## config.mk

```make
export PLATFORM = sky130hd
export DESIGN_NAME = booth_mul_ctrl
export DESIGN_NICKNAME = d
export VERILOG_FILES = /design/src/rtl/booth_mul_ctrl.sv
export SDC_FILE = /design/constraint.sdc
export NUM_CORES = 1
export LEC_CHECK = 0
export CORE_ASPECT_RATIO = 0.8
export CORE_UTILIZATION = 30
export DETAILED_ROUTE_END_ITERATION = 12
export SETUP_SLACK_MARGIN = 0.5
export SLEW_MARGIN = 10
export SYNTH_ARGS = -nofsm -noshare
export SYNTH_HDL_FRONTEND = slang
export SYNTH_SLANG_ARGS = --single-unit
```

## constraint.sdc

```tcl
create_clock -name clk -period 15.8 [get_ports clk]
set_input_delay 3.16 -clock clk [delete_from_list [all_inputs] [get_ports clk]]
set_output_delay 3.16 -clock clk [all_outputs]
set_load 0.01 [all_outputs]
```

## src/rtl/booth_mul_ctrl.sv

```systemverilog
// booth_mul_ctrl: iterative radix-4 Booth multiplier for the RV64M multiply path.
// One Booth digit (partial product) is accumulated per cycle; 33 digits cover the
// 66-bit extended multiplier. Optional build macro MUL_FAST_WORD_EN: when defined,
// mulw stops after 17 digits because its 34-bit sign-extended multiplier is exhausted.
module booth_mul_ctrl (
    input  logic        clk,
    input  logic        rst_n,
    input  logic        mul_valid,
    output logic        mul_ready,
    input  logic [2:0]  mul_op,
    input  logic [63:0] mul_a,
    input  logic [63:0] mul_b,
    input  logic        flush,
    output logic        out_valid,
    input  logic        out_ready,
    output logic [63:0] out_result,
    output logic        busy
);

    localparam logic [2:0] OP_MULH   = 3'b001;
    localparam logic [2:0] OP_MULHSU = 3'b010;
    localparam logic [2:0] OP_MULHU  = 3'b011;
    localparam logic [2:0] OP_MULW   = 3'b100;
    localparam logic [5:0] ITER_FULL = 6'd33;
`ifdef MUL_FAST_WORD_EN
    localparam logic [5:0] ITER_WORD = 6'd17;
`endif

    typedef enum logic [1:0] {S_IDLE, S_BUSY, S_DONE} state_t;

    state_t              state_q, state_d;
    logic                out_valid_q, busy_q;
    logic [63:0]         out_result_q;

    logic signed [131:0] a_sh_q;     // sign-extended multiplicand, pre-shifted by 2i
    logic [66:0]         b_sh_q;     // {multiplier, B[-1]}, consumed two bits per cycle
    logic signed [131:0] acc_q;
    logic [5:0]          cnt_q;
    logic [5:0]          n_q;
    logic [2:0]          op_q;

    logic signed [65:0]  a_ext, b_ext;
    logic signed [131:0] pp, acc_sum;
    logic [5:0]          n_sel;
    logic                accept, last, load_result;
    logic [63:0]         result_d;

    // Pick the product slice the op returns; unknown ops behave as mul.
    function automatic logic [63:0] select_result(input logic [2:0] op, input logic [127:0] p);
        case (op)
            OP_MULH, OP_MULHSU, OP_MULHU: return p[127:64];
            OP_MULW:                      return {{32{p[31]}}, p[31:0]};
            default:                      return p[63:0];
        endcase
    endfunction

    assign mul_ready   = (state_q == S_IDLE) & ~flush;
    assign accept      = mul_valid & mul_ready;
    assign last        = (cnt_q == (n_q - 6'd1));
    assign load_result = (state_q == S_BUSY) & last & ~flush;
    assign out_valid   = out_valid_q;
    assign busy        = busy_q;
    assign out_result  = out_result_q;

`ifdef MUL_FAST_WORD_EN
    assign n_sel = (mul_op == OP_MULW) ? ITER_WORD : ITER_FULL;
`else
    assign n_sel = ITER_FULL;
`endif

    // Extend both operands to 66 bits according to the signedness of the op.
    always_comb begin
        a_ext = {{2{mul_a[63]}}, mul_a};
        b_ext = {{2{mul_b[63]}}, mul_b};
        case (mul_op)
            OP_MULHSU: b_ext = {2'b00, mul_b};
            OP_MULHU: begin
                a_ext = {2'b00, mul_a};
                b_ext = {2'b00, mul_b};
            end
            OP_MULW: begin
                a_ext = {{34{mul_a[31]}}, mul_a[31:0]};
                b_ext = {{34{mul_b[31]}}, mul_b[31:0]};
            end
            default: ;
        endcase
    end

    // Decode the current Booth triplet into a signed partial product and add it.
    always_comb begin
        case (b_sh_q[2:0])
            3'b001, 3'b010: pp = a_sh_q;
            3'b011:         pp = a_sh_q <<< 1;
            3'b100:         pp = -(a_sh_q <<< 1);
            3'b101, 3'b110: pp = -a_sh_q;
            default:        pp = '0;
        endcase
        acc_sum  = acc_q + pp;
        result_d = select_result(op_q, acc_sum[127:0]);
    end

    // Next-state logic; flush overrides every other transition.
    always_comb begin
        state_d = state_q;
        case (state_q)
            S_IDLE: if (mul_valid) state_d = S_BUSY;
            S_BUSY: if (last)      state_d = S_DONE;
            S_DONE: if (out_ready) state_d = S_IDLE;
            default:               state_d = S_IDLE;
        endcase
        if (flush) state_d = S_IDLE;
    end

    // Control state and registered outputs, cleared asynchronously by reset.
    always_ff @(posedge clk or negedge rst_n) begin
        if (!rst_n) begin
            state_q      <= S_IDLE;
            out_valid_q  <= 1'b0;
            busy_q       <= 1'b0;
            out_result_q <= '0;
        end else begin
            state_q     <= state_d;
            out_valid_q <= (state_d == S_DONE);
            busy_q      <= (state_d != S_IDLE);
            if (load_result) out_result_q <= result_d;
        end
    end

    // Iteration datapath: load on accept, then shift operands and accumulate each BUSY cycle.
    always_ff @(posedge clk) begin
        if (accept) begin
            a_sh_q <= {{66{a_ext[65]}}, a_ext};
            b_sh_q <= {b_ext, 1'b0};
            acc_q  <= '0;
            cnt_q  <= '0;
            n_q    <= n_sel;
            op_q   <= mul_op;
        end else if (state_q == S_BUSY) begin
            a_sh_q <= a_sh_q <<< 2;
            b_sh_q <= {{2{b_sh_q[66]}}, b_sh_q[66:2]};
            acc_q  <= acc_sum;
            cnt_q  <= cnt_q + 6'd1;
        end
    end

endmodule
```

Word level (Yosys, flattened, before mapping)
Cells that the tools add are included.
{"block": "op_classes", "bitwise": 5, "reduce_logical": 7, "n_mux": 13, "n_addsub": 4, "n_eq_ne": 17}
{"op": "132-bit case mux with 4 select lines", "count": 1}
{"op": "132-bit 2-to-1 mux", "count": 2}
{"op": "132-bit negation", "count": 2}
{"op": "66-bit case mux with 2 select lines", "count": 2}
{"op": "132-bit adder", "count": 1}
{"op": "64-bit case mux with 2 select lines", "count": 1}
{"op": "67-bit 2-to-1 mux", "count": 1}
{"op": "66-bit 2-to-1 mux", "count": 1}
{"op": "3-bit by 2-bit == test with 1-bit output, second input constant", "count": 6}
{"op": "3-bit == test, second input constant", "count": 5}
{"op": "2-bit 2-to-1 mux", "count": 4}
{"op": "6-bit by 1-bit adder with 6-bit output, second input constant", "count": 1}
{"op": "3-bit by 1-bit == test with 1-bit output, second input constant", "count": 2}
{"op": "6-bit == test, second input constant", "count": 1}
{"op": "2-bit case mux with 3 select lines", "count": 1}
{"op": "2-bit OR reduction", "count": 3}
{"op": "1-bit AND", "count": 4}
{"op": "2-bit == test, second input constant", "count": 2}
{"op": "2-bit nonzero test", "count": 2}
{"op": "3-bit OR reduction", "count": 1}
{"op": "2-bit by 1-bit == test with 1-bit output, second input constant", "count": 1}
{"op": "2-bit zero test", "count": 1}
{"op": "1-bit inverter", "count": 1}
{"block": "totals", "in_bits": 136, "out_inout_bits": 67, "reg_bits": 408, "wordCells": 57}

Longest topological paths before layout
{"block": "logic_depth", "ltp_word": 5, "depth_mapped": 30, "ltp_nobuf": 28}

Worst setup path after synthesis
No wires, ideal clock.
{"block": "synth_timing", "path_kind": "input port to flip-flop", "start": "in flush", "end": "reg a_sh_q[0], enable pin", "path_buffers": 2, "setup_slack_ns": 7.043, "required_ns": 15.256, "arrival_ns": 8.213, "path_stages": 7, "setup_time_ns": 0.544, "path_cell_list": "nor3_1 > nand2_1 > inv_2 > nor2_1 > clkbuf_1 > clkbuf_1 > inv_1"}
{"block": "synth_via", "elab_chain_len": 4}
{"item": "from (decl)", "line_no": "13", "source": "input logic flush,"}
{"item": "1-bit inverter", "line_no": "57", "source": "assign mul_ready = (state_q == S_IDLE) & ~flush;"}
{"item": "1-bit AND", "line_no": "57"}
{"item": "1-bit AND", "line_no": "58", "source": "assign accept = mul_valid & mul_ready;"}
{"item": "2-bit nonzero test (no line)"}
{"item": "to (signal assigned)", "line_no": "132", "source": "a_sh_q <= {{66{a_ext[65]}}, a_ext};"}
{"item": "to (signal assigned)", "line_no": "139", "source": "a_sh_q <= a_sh_q <<< 2;"}
{"item": "to (decl)", "line_no": "35", "source": "logic signed [131:0] a_sh_q;"}
No other way between the ends.
A chain may end at the register's enable or synchronous reset.

Worst setup path after layout
{"block": "layout_timing", "start": "reg a_sh_q[5]", "end": "reg out_result_q[63] (netlist: out_result[63])"}
{"block": "layout_via", "elab_chain_len": 4, "word_cells_on_any_way": 5, "classes_between": "add/sub (3); mux (2)"}
{"item": "132-bit negation (on tied branches)", "line_no": "95, 94"}
{"item": "132-bit case mux with 4 select lines (*)", "line_no": "91", "source": "case (b_sh_q[2:0])"}
{"item": "132-bit adder (*)", "line_no": "98", "source": "acc_sum = acc_q + pp;"}
{"item": "64-bit case mux with 2 select lines (*)", "line_no": "50", "source": "case (op)"}
{"item": "to (signal assigned)", "line_no": "125", "source": "if (load_result) out_result_q <= result_d;"}
{"item": "to (decl)", "line_no": "33", "source": "logic [63:0] out_result_q;"}
Every way passes the cells marked *; elsewhere a longest branch is shown, timed or not.

==> results.cfg <==
[route]
first_iteration_detailed_routing_drc_count = 3729
detail_route.wirelength_um = 123800
post_drt_wl_per_cell_um = 23.68
drtAntennaViolNets = 0
drt-vias-per-instance = 5.891
detail_route.drc_violations = 0
route.vias.total = 30799
dr.pass1.iters = 6

[placement]
io_buffer_count = 202
gp_congestion = 1.000
detailedPlacementHpwl_um = 91560
post-place-cells = 5131
dpl_cell_area_um2 = 33790

[setup_path]
crit_required_ns = 16.30
critical_path_end = out_result[63]$_DFFE_PN0P_
criticalPathCategory = reg2reg
critPathLaunch = a_sh_q[5]$_DFFE_PP_
ff2ff_setup_slack_ns = 6.52
cp_launch_type = register
critPathCaptureType = register
timing.rr.end = out_result[63]$_DFFE_PN0P_
worst_r2r_startpoint = a_sh_q[5]$_DFFE_PP_
r2r_cells = 25
critPathArrivalTime_ns = 9.78
critical_path.max_fanout = 8

[grt]
grt_max_degree = 173
first_global_vias = 27868
grt_pass1_wl_um = 182700
overflow = 0
track_usage = 0.2301
antenna_found_initial = 6

[floorplan]
die_h_um = 288.5
initial_core_utilization = 0.3045
design.die.area_um2 = 103900
std_cell_rows = 104
coreArea_um2 = 101100
boundaryPins = 203
die_width_um = 360.2

[cts]
clk_sinks = 400
clk_latency_ns = 0.64
clock_pin_slew_on_the_worst_setup_and_hold_paths_ns = 0.07
post_cts.repair.setup_buffers = 0
cts.path.max_buffers = 3
clock_tree.root_cell = sky130_fd_sc_hd__clkbuf_16
numCtsBuffers = 49
tritoncts_clock_tree = built
cts.repair.resized = 0
ctsHtreeMaxLevel = 2
ctsHoldBuffers = 0

[yosys]
async_reset_ff_frac = 0.1700
synth.distinct_cells = 83
synth_enable_flop_cells = 197
syn-cell-area_um2 = 30790
synth_seq_area_share = 0.3352
synth.most_common_cell = sky130_fd_sc_hd__nand2_1
synth-main-ff-cell = sky130_fd_sc_hd__edfxtp_1
ys_warn_count = 0
synth_nets = 4123
largest_area_contributor_in_the_netlist = sky130_fd_sc_hd__edfxtp_1
synth.top_cells.by_area = sky130_fd_sc_hd__edfxtp_1 19%, sky130_fd_sc_hd__dfxtp_1 8.8%, sky130_fd_sc_hd__nand2_1 6.9%, sky130_fd_sc_hd__a21oi_1 5.9%, sky130_fd_sc_hd__o21ai_0 5.9%
ys_ff_latch = 400
most_frequent_cells_after_synthesis = 569 x sky130_fd_sc_hd__nand2_1, 362 x sky130_fd_sc_hd__a21oi_1, 362 x sky130_fd_sc_hd__o21ai_0, 306 x sky130_fd_sc_hd__nor2_1, 267 x sky130_fd_sc_hd__clkbuf_1
avg_cell_area_syn_um2 = 7.985
postSynthCellCount = 3856
synth_top_area_frac = 0.1921

[finish]
drive_above_1_share = 0.04976
number_of_fillers_in_the_final_layout = 10440
syn_to_final_growth_pct = 15.11
final_cell_count_no_fill = 5228
stdcell_area_um2 = 35440
utilization = 0.3506
fin_nets = 4125

[timing]
finalHoldViolCount = 0
setup_repair_after_global_routing_missed_its_margin = false
timing.final.max_slew_violations = 0
timing.clock.skew_ns = 0.02542
hold_slack_ns = 0.4512
maxClockFrequency_ghz = 0.1078
max_slew.worst_pin.slew_ns = 1.377
finalCritPeriodShare = 0.5872
clock_period_minus_worst_slack_ns = 9.277
finalSetupViolCount = 0
fin_setup_tns_ns = 0
max-slew-margin-rel = 0.07971

[power]
power.density_nw_per_um2 = 211.8
p_leak_uw = 0.01369
irDropWorstVdd_mv = 0.09660

[run]
drv_cap = 0

[status]
status = completed

[worst_hold_path]
timing.hold.worst.class = reg2reg
layout by cell type, fill, tap and decap left out, types with 14 or more instances in the layout:
cell type and count:
sky130_fd_sc_hd__clkdlybuf4s50_1 201, sky130_fd_sc_hd__o221ai_1 26, sky130_fd_sc_hd__nand2b_1 27, sky130_fd_sc_hd__nand2_1 567, sky130_fd_sc_hd__or4_1 21, sky130_fd_sc_hd__nor2_1 299
sky130_fd_sc_hd__xor2_1 147, sky130_fd_sc_hd__xnor2_1 156, sky130_fd_sc_hd__a22oi_1 63, sky130_fd_sc_hd__a21o_1 126, sky130_fd_sc_hd__nand4_1 66, sky130_fd_sc_hd__dfrtp_1 68
sky130_fd_sc_hd__a31oi_1 50, sky130_fd_sc_hd__clkbuf_16 49, sky130_fd_sc_hd__nor4_1 26, sky130_fd_sc_hd__a21oi_1 362, sky130_fd_sc_hd__nor3_1 64, sky130_fd_sc_hd__o31ai_1 21
sky130_fd_sc_hd__edfxtp_1 197, sky130_fd_sc_hd__a221oi_1 58, sky130_fd_sc_hd__inv_1 43, sky130_fd_sc_hd__ha_1 130, sky130_fd_sc_hd__nand3_1 64, sky130_fd_sc_hd__a22o_1 127
sky130_fd_sc_hd__a211oi_1 15, sky130_fd_sc_hd__o21ai_0 362, sky130_fd_sc_hd__buf_4 44, sky130_fd_sc_hd__o211ai_1 14, sky130_fd_sc_hd__mux2i_1 15, sky130_fd_sc_hd__or3_1 62
sky130_fd_sc_hd__o22ai_1 17, sky130_fd_sc_hd__dfxtp_1 134, sky130_fd_sc_hd__or2_2 17, sky130_fd_sc_hd__o21bai_1 36, sky130_fd_sc_hd__o21a_1 22
area by class of cell:
type	instances	area (µm²)	area share
antenna	4	10.01	0.0002824
clock inverter	24	274.0	0.007731
timing repair buffer	247	2377	0.06707
clock buffer	68	1358	0.03830
sequential	400	10320	0.2913
tap	1325	1658	0.04677
multi-input combinational	3113	19260	0.5434
inverter	47	183.9	0.005189
worst min path at each step:
stage	from	endpoint	slack, ns	cells after the start
after global routing	acc_q[112]$_SDFFE_PP0P_	acc_q[112]$_SDFFE_PP0P_	0.48	2
after CTS	acc_q[112]$_SDFFE_PP0P_	acc_q[112]$_SDFFE_PP0P_	0.45	2
final	acc_q[112]$_SDFFE_PP0P_	acc_q[112]$_SDFFE_PP0P_	0.45	2
after detailed placement	acc_q[112]$_SDFFE_PP0P_	acc_q[112]$_SDFFE_PP0P_	0.44	2
after floorplan	acc_q[112]$_SDFFE_PP0P_	acc_q[112]$_SDFFE_PP0P_	0.43	2
after global placement	acc_q[112]$_SDFFE_PP0P_	acc_q[112]$_SDFFE_PP0P_	0.44	2
sequential cells by signal, indices dropped and copies added, names as in the netlist:
name and count:
a_sh_q 128, acc_q 128, b_sh_q 67, out_result 64, cnt_q 6, op_q 3, state_q 2, busy 1
out_valid 1
critical path, stage by stage, from the launching register on:
cell and delay (ns):
sky130_fd_sc_hd__edfxtp_1 0.50, sky130_fd_sc_hd__or4_4 0.62, sky130_fd_sc_hd__or4_1 0.64, sky130_fd_sc_hd__or3_1 0.39
sky130_fd_sc_hd__or3_1 0.36, sky130_fd_sc_hd__nor4_1 0.63, sky130_fd_sc_hd__nand2_1 0.28, sky130_fd_sc_hd__or3_1 0.42
sky130_fd_sc_hd__nand2_1 0.10, sky130_fd_sc_hd__xnor2_1 0.09, sky130_fd_sc_hd__a221oi_1 0.30, sky130_fd_sc_hd__a21oi_1 0.08
sky130_fd_sc_hd__ha_1 0.45, sky130_fd_sc_hd__nand4_1 0.16, sky130_fd_sc_hd__or3_1 0.42, sky130_fd_sc_hd__or4_1 0.45
sky130_fd_sc_hd__nor3_1 0.51, sky130_fd_sc_hd__nand2_1 0.12, sky130_fd_sc_hd__o41ai_1 0.49, sky130_fd_sc_hd__nor2_1 0.14
sky130_fd_sc_hd__o41ai_1 0.69, sky130_fd_sc_hd__a31oi_1 0.27, sky130_fd_sc_hd__o41ai_1 0.48, sky130_fd_sc_hd__xor2_1 0.16
sky130_fd_sc_hd__a221oi_1 0.32, sky130_fd_sc_hd__nor2_1 0.07
through the flow:
| step | worst slack, ns | total power (µW) |
|---|---|---|
| floorplan | 7.043 | 4534 |
| global placement | 7.041 | 6140 |
| detailed placement | 6.767 | 6143 |
| CTS | 6.676 | 7355 |
| global route | 6.221 | 7870 |
| finish | 6.523 | 7507 |
kinds of logic after synthesis:
logic type | Yosys count | synth area share
buf+inv | 343 | 0.04255
xor+xnor | 305 | 0.08676
mux | 25 | 0.008533
flops | 400 | 0.3352
simple gates | 1293 | 0.1923
compound gates | 1359 | 0.2812
fa+ha+maj | 131 | 0.05348
per-layer routing:
layer | GRT usage | vias to the layer above | part of all wire
li1 | - | 14172 | -
met1 | 0.3438 | 14913 | 0.46
met2 | 0.3148 | 1506 | 0.39
met3 | 0.06473 | 202 | 0.12
met4 | 0.06709 | 6 | 0.029
met5 | 0 | - | 0.00033
report_power, final:
part           internal (µW)  switching, µW
registers               1440            295
clock network            671            512
logic                   1490           3100
total                   3600           3900
No activity file was read; power rests on OpenSTA's default activity.
